### config.mk
export PLATFORM = sky130hd
export DESIGN_NAME = bus_bridge_rsp_uart_tx_flat
export DESIGN_NICKNAME = d
export VERILOG_FILES = /design/src/rtl/bus_bridge_pkg.sv /design/src/rtl/bus_bridge_rsp_uart_tx_if.sv /design/src/rtl/bus_bridge_uart_byte_tx.sv /design/src/rtl/bus_bridge_rsp_uart_tx.sv /design/src/flat_wrapper.sv
export SDC_FILE = /design/constraint.sdc
export NUM_CORES = 1
export LEC_CHECK = 0
export ABC_CLOCK_PERIOD_IN_PS = 6100
export CAP_MARGIN = 40
export CORE_UTILIZATION = 50
export DETAILED_ROUTE_END_ITERATION = 10
export GPL_TIMING_DRIVEN = 0
export HOLD_SLACK_MARGIN = 0.05
export PLACE_DENSITY = 0.77
export SLEW_MARGIN = 20
export SYNTH_ARGS = -nofsm -noshare
export SYNTH_HDL_FRONTEND = slang
export SYNTH_SLANG_ARGS = --single-unit
### constraint.sdc
create_clock -name clk -period 6.1 [get_ports clk]
set_clock_uncertainty 0.15 [all_clocks]
set_input_delay 0.61 -clock clk [delete_from_list [all_inputs] [get_ports clk]]
set_output_delay 0.61 -clock clk [all_outputs]
set_load 0.02 [all_outputs]
### src/rtl/bus_bridge_pkg.sv
// ---------------------------------------------------------------------------
// bus_bridge_pkg
// Shared types and constants for the serial bus bridge.
//   rsp_tx_state_t  : byte-level UART transmitter states
//   RSP_MARKER      : fixed upper six bits of every response status byte
//   RSP_BIT_*       : positions of the flag bits inside the status byte
//   make_status()   : builds a response status byte from its two flags
// ---------------------------------------------------------------------------
package bus_bridge_pkg;

  typedef enum logic [1:0] {
    IDLE  = 2'd0,
    START = 2'd1,
    DATA  = 2'd2,
    STOP  = 2'd3
  } rsp_tx_state_t;

  localparam logic [5:0] RSP_MARKER      = 6'b101000;
  localparam int         RSP_BIT_IS_READ = 0;
  localparam int         RSP_BIT_ERR     = 1;

  function automatic logic [7:0] make_status(input logic is_read, input logic err);
    logic [7:0] s;
    s                  = {RSP_MARKER, 2'b00};
    s[RSP_BIT_IS_READ] = is_read;
    s[RSP_BIT_ERR]     = err;
    return s;
  endfunction

endpackage

### src/rtl/bus_bridge_rsp_uart_tx_if.sv
// ---------------------------------------------------------------------------
// bus_bridge_rsp_uart_tx_if
// Response handshake between the bus-B side and the response transmitter.
//   rsp_valid   : response available (master)
//   rsp_ready   : transmitter idle and able to accept (slave)
//   rsp_is_read : 1 = read response, data byte follows (master)
//   rsp_err     : transaction failed (master)
//   rsp_data    : read data, ignored for writes (master)
//
// Handshake: a transfer happens on a rising clk edge where rsp_valid and
// rsp_ready are both high; the payload is captured on that edge and is
// don't-care afterwards. rsp_valid seen while rsp_ready is low is ignored,
// nothing is queued.
// ---------------------------------------------------------------------------
interface bus_bridge_rsp_uart_tx_if;
  logic       rsp_valid;
  logic       rsp_ready;
  logic       rsp_is_read;
  logic       rsp_err;
  logic [7:0] rsp_data;

  modport master (
    output rsp_valid, rsp_is_read, rsp_err, rsp_data,
    input  rsp_ready
  );

  modport slave (
    input  rsp_valid, rsp_is_read, rsp_err, rsp_data,
    output rsp_ready
  );
endinterface

### src/rtl/bus_bridge_uart_byte_tx.sv
// ---------------------------------------------------------------------------
// bus_bridge_uart_byte_tx
// Serialises one byte as start(0), 8 data bits LSB first, stop(1), each bit
// held for CLKS_PER_BIT cycles on a registered line.
//   clk, rst   : clock, synchronous active-high reset
//   byte_valid : byte_data offered
//   byte_ready : able to take a byte (idle, or last cycle of a stop bit)
//   byte_data  : byte to send, captured when byte_valid && byte_ready
//   byte_done  : high during the final cycle of a stop bit
//   tx         : serial line, idle high
//   state_dbg  : current FSM state
// Accepting in the last stop cycle chains the next start bit directly
// behind the stop bit, so multi-byte frames have no idle gap.
// ---------------------------------------------------------------------------
module bus_bridge_uart_byte_tx
  import bus_bridge_pkg::*;
#(
  parameter int CLKS_PER_BIT = 16
) (
  input  logic          clk,
  input  logic          rst,
  input  logic          byte_valid,
  output logic          byte_ready,
  input  logic [7:0]    byte_data,
  output logic          byte_done,
  output logic          tx,
  output rsp_tx_state_t state_dbg
);

  if (CLKS_PER_BIT < 2) begin : g_cpb_check
    $error("CLKS_PER_BIT must be at least 2");
  end

  localparam int CNT_W = (CLKS_PER_BIT < 2) ? 1 : $clog2(CLKS_PER_BIT);
  localparam logic [CNT_W-1:0] CNT_LAST = CNT_W'(CLKS_PER_BIT - 1);

  rsp_tx_state_t    state_q, state_d;
  logic [CNT_W-1:0] baud_cnt_q, baud_cnt_d;
  logic [2:0]       bit_idx_q, bit_idx_d;
  logic [7:0]       shift_q, shift_d;
  logic             tx_q, tx_d;
  logic             last_tick;
  logic             take;

  assign last_tick  = (baud_cnt_q == CNT_LAST);
  assign byte_ready = (state_q == IDLE) || ((state_q == STOP) && last_tick);
  assign byte_done  = (state_q == STOP) && last_tick;
  assign take       = byte_valid && byte_ready;
  assign tx         = tx_q;
  assign state_dbg  = state_q;

  always_ff @(posedge clk) begin
    if (rst) begin
      state_q    <= IDLE;
      baud_cnt_q <= '0;
      bit_idx_q  <= '0;
      shift_q    <= '0;
      tx_q       <= 1'b1;
    end else begin
      state_q    <= state_d;
      baud_cnt_q <= baud_cnt_d;
      bit_idx_q  <= bit_idx_d;
      shift_q    <= shift_d;
      tx_q       <= tx_d;
    end
  end

  // tx_d is the line value for the next cycle, so every line change
  // coincides with a state/counter change and comes straight off a flop.
  always_comb begin
    state_d    = state_q;
    baud_cnt_d = baud_cnt_q;
    bit_idx_d  = bit_idx_q;
    shift_d    = shift_q;
    tx_d       = tx_q;
    case (state_q)
      IDLE: begin
        tx_d = 1'b1;
        if (take) begin
          state_d    = START;
          baud_cnt_d = '0;
          shift_d    = byte_data;
          tx_d       = 1'b0;
        end
      end
      START: begin
        if (last_tick) begin
          state_d    = DATA;
          baud_cnt_d = '0;
          bit_idx_d  = 3'd0;
          tx_d       = shift_q[0];
        end else begin
          baud_cnt_d = baud_cnt_q + CNT_W'(1);
        end
      end
      DATA: begin
        if (last_tick) begin
          baud_cnt_d = '0;
          if (bit_idx_q == 3'd7) begin
            state_d   = STOP;
            bit_idx_d = 3'd0;
            tx_d      = 1'b1;
          end else begin
            // shift_q[0] is always the bit currently on the line
            bit_idx_d = bit_idx_q + 3'd1;
            shift_d   = {1'b0, shift_q[7:1]};
            tx_d      = shift_q[1];
          end
        end else begin
          baud_cnt_d = baud_cnt_q + CNT_W'(1);
        end
      end
      STOP: begin
        if (last_tick) begin
          baud_cnt_d = '0;
          if (take) begin
            state_d = START;
            shift_d = byte_data;
            tx_d    = 1'b0;
          end else begin
            state_d = IDLE;
            tx_d    = 1'b1;
          end
        end else begin
          baud_cnt_d = baud_cnt_q + CNT_W'(1);
        end
      end
      default: begin
        state_d = IDLE;
        tx_d    = 1'b1;
      end
    endcase
  end

endmodule

### src/rtl/bus_bridge_rsp_uart_tx.sv
// ---------------------------------------------------------------------------
// bus_bridge_rsp_uart_tx
// Sends one transaction result as a UART frame: status byte
// {RSP_MARKER, err, is_read}, followed by the read data byte for reads
// (error or not).
//   clk, rst     : clock, synchronous active-high reset
//   rsp          : response handshake (slave side)
//   uart_tx      : serial line, idle high
//   busy         : frame in progress, always !rsp_ready
//   frame_done   : one-cycle pulse in the cycle after the last stop bit
//   state_dbg    : byte transmitter FSM state
//   byte_sel_dbg : 0 = status byte in flight, 1 = data byte in flight
// ---------------------------------------------------------------------------
module bus_bridge_rsp_uart_tx
  import bus_bridge_pkg::*;
#(
  parameter int CLKS_PER_BIT = 16
) (
  input  logic                     clk,
  input  logic                     rst,
  bus_bridge_rsp_uart_tx_if.slave  rsp,
  output logic                     uart_tx,
  output logic                     busy,
  output logic                     frame_done,
  output rsp_tx_state_t            state_dbg,
  output logic                     byte_sel_dbg
);

  logic       busy_q;
  logic       byte_sel_q;
  logic       is_read_q;
  logic [7:0] data_q;
  logic       frame_done_q;

  logic       byte_valid;
  logic       byte_ready;
  logic [7:0] byte_data;
  logic       byte_done;
  logic       accept;
  logic       data_pending;

  // The byte transmitter is always idle when busy_q is low.
  assign rsp.rsp_ready = !busy_q && byte_ready;
  assign busy          = !rsp.rsp_ready;
  assign accept        = rsp.rsp_valid && rsp.rsp_ready;
  assign data_pending  = busy_q && is_read_q && !byte_sel_q;

  // Status byte goes straight from the inputs on the accept edge; the data
  // byte is offered for the whole status byte and is taken on its last
  // stop cycle.
  assign byte_valid   = accept || data_pending;
  assign byte_data    = busy_q ? data_q : make_status(rsp.rsp_is_read, rsp.rsp_err);
  assign frame_done   = frame_done_q;
  assign byte_sel_dbg = byte_sel_q;

  always_ff @(posedge clk) begin
    if (rst) begin
      busy_q       <= 1'b0;
      byte_sel_q   <= 1'b0;
      is_read_q    <= 1'b0;
      data_q       <= '0;
      frame_done_q <= 1'b0;
    end else begin
      frame_done_q <= 1'b0;
      if (accept) begin
        busy_q     <= 1'b1;
        byte_sel_q <= 1'b0;
        is_read_q  <= rsp.rsp_is_read;
        data_q     <= rsp.rsp_data;
      end else if (byte_done) begin
        if (data_pending) begin
          byte_sel_q <= 1'b1;
        end else begin
          busy_q       <= 1'b0;
          byte_sel_q   <= 1'b0;
          frame_done_q <= 1'b1;
        end
      end
    end
  end

  bus_bridge_uart_byte_tx #(
    .CLKS_PER_BIT(CLKS_PER_BIT)
  ) u_byte_tx (
    .clk        (clk),
    .rst        (rst),
    .byte_valid (byte_valid),
    .byte_ready (byte_ready),
    .byte_data  (byte_data),
    .byte_done  (byte_done),
    .tx         (uart_tx),
    .state_dbg  (state_dbg)
  );

endmodule

### src/flat_wrapper.sv
// flat-port wrapper written by rule: the top's interface ports become plain ports
module bus_bridge_rsp_uart_tx_flat import bus_bridge_pkg::*;
#(
  parameter int CLKS_PER_BIT = 16
)
  (clk, rst, uart_tx, busy, frame_done, state_dbg, byte_sel_dbg, rsp_rsp_valid, rsp_rsp_is_read, rsp_rsp_err, rsp_rsp_data, rsp_rsp_ready);
  bus_bridge_rsp_uart_tx_if rsp_i ();
  input  logic clk;
  input  logic rst;
  output logic uart_tx;
  output logic busy;
  output logic frame_done;
  output rsp_tx_state_t state_dbg;
  output logic byte_sel_dbg;
  input wire logic [$bits(rsp_i.rsp_valid)-1:0] rsp_rsp_valid;
  input wire logic [$bits(rsp_i.rsp_is_read)-1:0] rsp_rsp_is_read;
  input wire logic [$bits(rsp_i.rsp_err)-1:0] rsp_rsp_err;
  input wire logic [$bits(rsp_i.rsp_data)-1:0] rsp_rsp_data;
  output wire logic [$bits(rsp_i.rsp_ready)-1:0] rsp_rsp_ready;
  assign rsp_i.rsp_valid = rsp_rsp_valid;
  assign rsp_i.rsp_is_read = rsp_rsp_is_read;
  assign rsp_i.rsp_err = rsp_rsp_err;
  assign rsp_i.rsp_data = rsp_rsp_data;
  assign rsp_rsp_ready = rsp_i.rsp_ready;
  bus_bridge_rsp_uart_tx #(.CLKS_PER_BIT(CLKS_PER_BIT)) u_core (.clk(clk), .rst(rst), .rsp(rsp_i), .uart_tx(uart_tx), .busy(busy), .frame_done(frame_done), .state_dbg(state_dbg), .byte_sel_dbg(byte_sel_dbg));
endmodule
# Word-level counts from Yosys, hierarchy flattened
# Cells that the tools add are included.
# Widths: inputs -> output; s select.
# word_totals
reg_bits	30
word_cells	79
# classes
addsub	2
n_eq_ne	12
muxes	31
bitwise_logic	1
reduce_logical	23
# op_table
operator	count
$mux 8	5
$pmux 8 s3	1
$ne 2x2->1 const B	6
$mux 1	11
$mux 2	5
$mux 3	3
$mux 4	2
$pmux 2 s4	1
$pmux 4 s2	1
$logic_and 1x1->1	6
$pmux 3 s2	1
$reduce_and 3->1	2
$reduce_or 3->1	2
$reduce_and 5->1	1
$add 4x1->4 const B	1
$eq 2x2->1 const B	2
$eq 4x4->1 const B	1
$pmux 1 s4	1
$reduce_and 4->1	1
$reduce_bool 2->1	2
$add 3x1->3 const B	1
$eq 3x3->1 const B	1
$logic_not 1->1	3
$reduce_bool 3->1	1
other kinds (7)	8

# Logic depth before layout (Yosys ltp)
# depth
ltp_word	10
depth_mapped	8

# Hierarchy
# Synthesis repeated with hierarchy kept, for this count alone.
# unflattened
hier_cells	187
area_unflattened_um2	1596.5
# modules_own_cells
mod	instances	cells_each	area_each_um2	seq_area_each_um2
bus_bridge_uart_byte_tx	1	122	1073.5	360.3
bus_bridge_rsp_uart_tx	1	65	523.0	240.2

# Worst setup path after synthesis
# No wires, ideal clock.
# synth_timing
kind	register -> output
startpoint	register u_core.u_byte_tx.state_q[0] (netlist: u_core.u_byte_tx.state_dbg[0])
endpoint	output port busy
arrival_time_ns	1.619
required_time_ns	5.340
slack_ns	3.721
path_stages_with_launch	7
n_path_buf	1
cell_sequence	dfxtp_1 > inv_1 > ha_1 > clkbuf_2 > a41oi_4 > nor2_1 > inv_1
# synth_between
elab_chain_len	5
# synth_lines
element	line	text
start, declared	bus_bridge_uart_byte_tx.sv:37	rsp_tx_state_t state_q, state_d;
start signal, assigned	bus_bridge_uart_byte_tx.sv:60	state_q <= state_d;
$eq 2x2->1	bus_bridge_uart_byte_tx.sv:46	assign byte_ready = (state_q == IDLE) || ((state_q == STOP) && last_tick);
$logic_and 1x1->1	bus_bridge_uart_byte_tx.sv:46	
$logic_or 1x1->1 *	bus_bridge_uart_byte_tx.sv:46	
$logic_and 1x1->1 *	bus_bridge_rsp_uart_tx.sv:43	assign rsp.rsp_ready = !busy_q && byte_ready;
named net rsp_rsp_ready	flat_wrapper.sv:19	output wire logic [$bits(rsp_i.rsp_ready)-1:0] rsp_rsp_ready;
$logic_not 1->1 *	bus_bridge_rsp_uart_tx.sv:44	assign busy = !rsp.rsp_ready;
end, declared	flat_wrapper.sv:11	output logic busy;
# The timed path passes the listed nets; every way through them passes the cells marked *.

# Worst setup path in the final report
# layout_timing
startpoint	register u_core.u_byte_tx.state_q[0] (netlist: u_core.u_byte_tx.state_dbg[0])
endpoint	output port busy
# layout_between
elab_chain_len	5
# layout_lines
element	line
$eq 2x2->1	bus_bridge_uart_byte_tx.sv:46
$logic_and 1x1->1	bus_bridge_uart_byte_tx.sv:46
$logic_or 1x1->1 *	bus_bridge_uart_byte_tx.sv:46
$logic_and 1x1->1 *	bus_bridge_rsp_uart_tx.sv:43
$logic_not 1->1 *	bus_bridge_rsp_uart_tx.sv:44
# Every way passes the cells marked *; elsewhere a longest branch is shown, timed or not.

==> flow_metrics.py <==
metrics = {
    "power_and_ir_drop": {
        "total_power_mw": 0.809,
        "ir_worst_vdd_v": 0.000250,
        "p_leak_nw": 0.759,
        "power_density_mw_per_mm2": 409,
    },
    "yosys": {
        "async_flop_share": 0,
        "ys_seq_area_frac": 0.360,
        "syn_nets": 207,
        "synth_edf_count": 0,
        "ys_seq_elements": 30,
        "synthCells": 185,
        "synth_ff_type": "dfxtp_1",
        "ys_types": 46,
        "synth.cell_area_sq_mm": 0.00167,
        "synth.avg_cell_area_sq_um": 9.02,
        "yosysWarnings": 0,
    },
    "sta": {
        "whs_ns": 0.316,
        "fin_setup_tns_ns": 0,
        "finalSetupViolations": 0,
        "slew_headroom": 0.654,
        "fin_crit_ns": 3.16,
        "fmax_ghz": 0.316,
        "period_share": 0.518,
        "postLayoutSetupSlackWorst_ns": 2.94,
        "rsz0062_at_grt": "no",
        "worstMarginPinSlew_ns": 0.519,
        "slew_viol_final": 0,
        "hold_viol": 0,
    },
    "routing": {
        "ant_nets": 0,
        "drtIter0Drc": 62,
        "drtPass1Iterations": 4,
        "finalWirelength_mm": 3.42,
        "viasPerCell": 5.45,
        "drc": 0,
        "vias": 1391,
        "wl_per_cell_um": 13.4,
    },
    "floorplanning": {
        "die_w_um": 59.8,
        "initial_utilization": 0.538,
        "dieHeight_um": 59.8,
        "ios": 20,
        "core_area_sq_mm": 0.00310,
        "die_area_sq_mm": 0.00357,
        "rows": 20,
    },
    "cts": {
        "clockBufferDepth": 2,
        "cts_made_buffers": 5,
        "cts.sinks": 30,
        "cts_htree_levels": 2,
        "ctsHoldBuffers": 0,
        "worstSkewPairLatency_ns": 0.34,
        "root_buffer": "clkbuf_4",
        "clkTransAtPathRegs_ns": 0.10,
        "postCtsSetupBuffers": 0,
        "cts_resized": 0,
        "tritoncts": "done",
    },
    "flow_run": {
        "maxCapViolations": 0,
    },
    "global_route": {
        "track_usage": 0.220,
        "grt_max_degree": 11,
        "gr-total-overflow": 0,
        "antenna_found_initial": 0,
        "grt_pass1_wl_mm": 5.75,
        "grt_pass1_vias": 1318,
    },
    "finish": {
        "fin_area_sq_mm": 0.00198,
        "antenna_cells": 0,
        "final_nets": 232,
        "drive_gt1_frac": 0.128,
        "area_growth_pct": 18.6,
    },
    "setup_path": {
        "critPathRequiredTime_ns": 5.34,
        "path_cells": "inv_1 > ha_1 > clkbuf_2 > a41oi_4 > nor2_1 > inv_1 > clkdlybuf4s50_1",
        "worst_setup_path_end_kind": "primary output",
        "cp.arrival_ns": 2.40,
        "crit_path_top_delay_cell": "clkdlybuf4s50_1",
        "path_class": "flip-flop to primary output",
        "cp.buffers_inverters": 4,
        "start_kind": "flip-flop",
        "cp_slowest_stage_delay_ns": 0.59,
        "cp_max_fo": 8,
        "cp_common_cell": "inv_1",
        "cp_top_family": "buffers and inverters",
    },
    "place": {
        "place_ws_ns": 3.34,
        "gp_congestion": 0.818,
        "dpl_cell_area_sq_mm": 0.00190,
        "portBuffers": 18,
        "hpwlAfterDp_mm": 2.56,
    },
    "hold_path": {
        "min_path_type": "flip-flop to flip-flop",
    },
    "outcome": {
        "status": "complete, no violations",
    },
}
==> cell type report <==
| cell class | count | area (sq um) |
|---|---|---|
| plain buffers | 12 | 72.6 |
| clock buffers | 7 | 45.0 |
| clock inverters | 1 | 30.0 |
| fillers | 276 | 1120 |
| inverters | 9 | 33.8 |
| multi-input cells | 134 | 962 |
| flip-flops and latches | 30 | 601 |
| well taps | 44 | 55.1 |
| repair buffers | 18 | 180 |
==> state kept, by name, summed over array words and instances (netlist names) <==
register / count
u_core.busy_q: 1
u_core.byte_sel_dbg: 1
u_core.data_q: 8
u_core.frame_done: 1
u_core.is_read_q: 1
u_core.u_byte_tx.baud_cnt_q: 4
u_core.u_byte_tx.bit_idx_q: 3
u_core.u_byte_tx.shift_q: 8
u_core.u_byte_tx.state_dbg: 2
u_core.u_byte_tx.tx: 1
==> worst min-delay path, cell delays in order, from the launching register on <==
cell and delay [ns]:
dfxtp_1 0.32, nand2_1 0.05, a21oi_1 0.05
==> kinds of logic after synthesis <==
kind of cell | Yosys count | synth area share
adders and majority gates | 9 | 0.0675
muxes | 19 | 0.117
DFF | 30 | 0.360
and+or+nand+nor | 70 | 0.234
AOI/OAI and AO/OA | 36 | 0.158
buffers and inverters | 21 | 0.0637
==> report_power, final <==
group / internal [mW] / total, mW / switching [mW]
registers: 0.235 / 0.268 / 0.0329
clock network: 0.0868 / 0.158 / 0.0713
logic: 0.174 / 0.383 / 0.209
==> synthesized netlist by cell type, types with 2 or more instances <==
| cell type | n | area share |
|---|---|---|
| dfxtp_1 | 30 | 0.36 |
| nor2_1 | 17 | 0.038 |
| mux2i_1 | 15 | 0.090 |
| a21oi_1 | 14 | 0.042 |
| nand2_1 | 13 | 0.029 |
| ha_1 | 9 | 0.067 |
| inv_1 | 9 | 0.020 |
| nand2b_1 | 8 | 0.030 |
| o21ai_0 | 6 | 0.018 |
| nand3_1 | 5 | 0.015 |
| nand3b_1 | 5 | 0.022 |
| mux2_2 | 4 | 0.027 |
| nand4_1 | 4 | 0.015 |
| buf_2 | 3 | 0.0090 |
| clkbuf_1 | 3 | 0.0067 |
| nor2b_1 | 3 | 0.011 |
| a211o_1 | 2 | 0.010 |
| a211oi_1 | 2 | 0.0090 |
| and3_1 | 2 | 0.0075 |
| buf_4 | 2 | 0.0090 |
| buf_6 | 2 | 0.013 |
| nand4b_1 | 2 | 0.010 |
| nor3_1 | 2 | 0.0060 |
==> placed cells by master, fill, tap and decap left out, drive strengths merged <==
cell type      Yosys  routed
mux2i             15      15
o22ai              1       1
nor4               1       1
nor2              17      17
and2               1       1
nand2             13      13
clkbuf             4      11
nor4b              1       1
a32oi              1       1
nor3b              2       2
or4b               1       1
dfxtp             30      30
o21ai              7       7
or3                1       1
nor3               2       2
a211oi             3       3
a21oi             15      15
mux2               4       4
a21o               2       2
bufinv             0       1
nand2b             8       8
ha                 9       9
nand4              4       4
nor2b              3       3
o31ai              1       1
a41oi              1       1
nand4b             2       2
a31oi              1       1
o211ai             1       1
inv                9       9
and3               3       3
nand3              6       6
buf                8       8
nand3b             5       5
a211o              2       2
clkdlybuf4s50      0      18
a22oi              1       1
==> metrics by stage <==
| stage | instances | utilization |
|---|---|---|
| final | 255 | 0.638 |
| after global routing | 255 | 0.638 |
| after detailed placement | 247 | 0.614 |
| after floorplan | 185 | - |
| after global placement | 247 | 0.614 |
| after CTS | 255 | 0.638 |
==> per-layer routing <==
layer,routed length [um],share of wire,GRT usage
met1,1600,0.47,0.257
met5,0,0,0
met2,1610,0.47,0.359
met3,139,0.041,0.0519
met4,83,0.024,0.140
==> worst paths after layout <==
path | endpoint | cells after the start | slack, ns | start
min | u_core.u_byte_tx.bit_idx_q[1] | 2 | 0.32 | u_core.u_byte_tx.bit_idx_q[1]
max | busy | 7 | 2.94 | u_core.u_byte_tx.state_dbg[0]
min reg2reg | u_core.u_byte_tx.bit_idx_q[1] | 2 | 0.32 | u_core.u_byte_tx.bit_idx_q[1]
max reg2reg | u_core.u_byte_tx.shift_q[4] | 7 | 3.73 | u_core.u_byte_tx.state_dbg[0]
(Power assumes the default switching activity.)
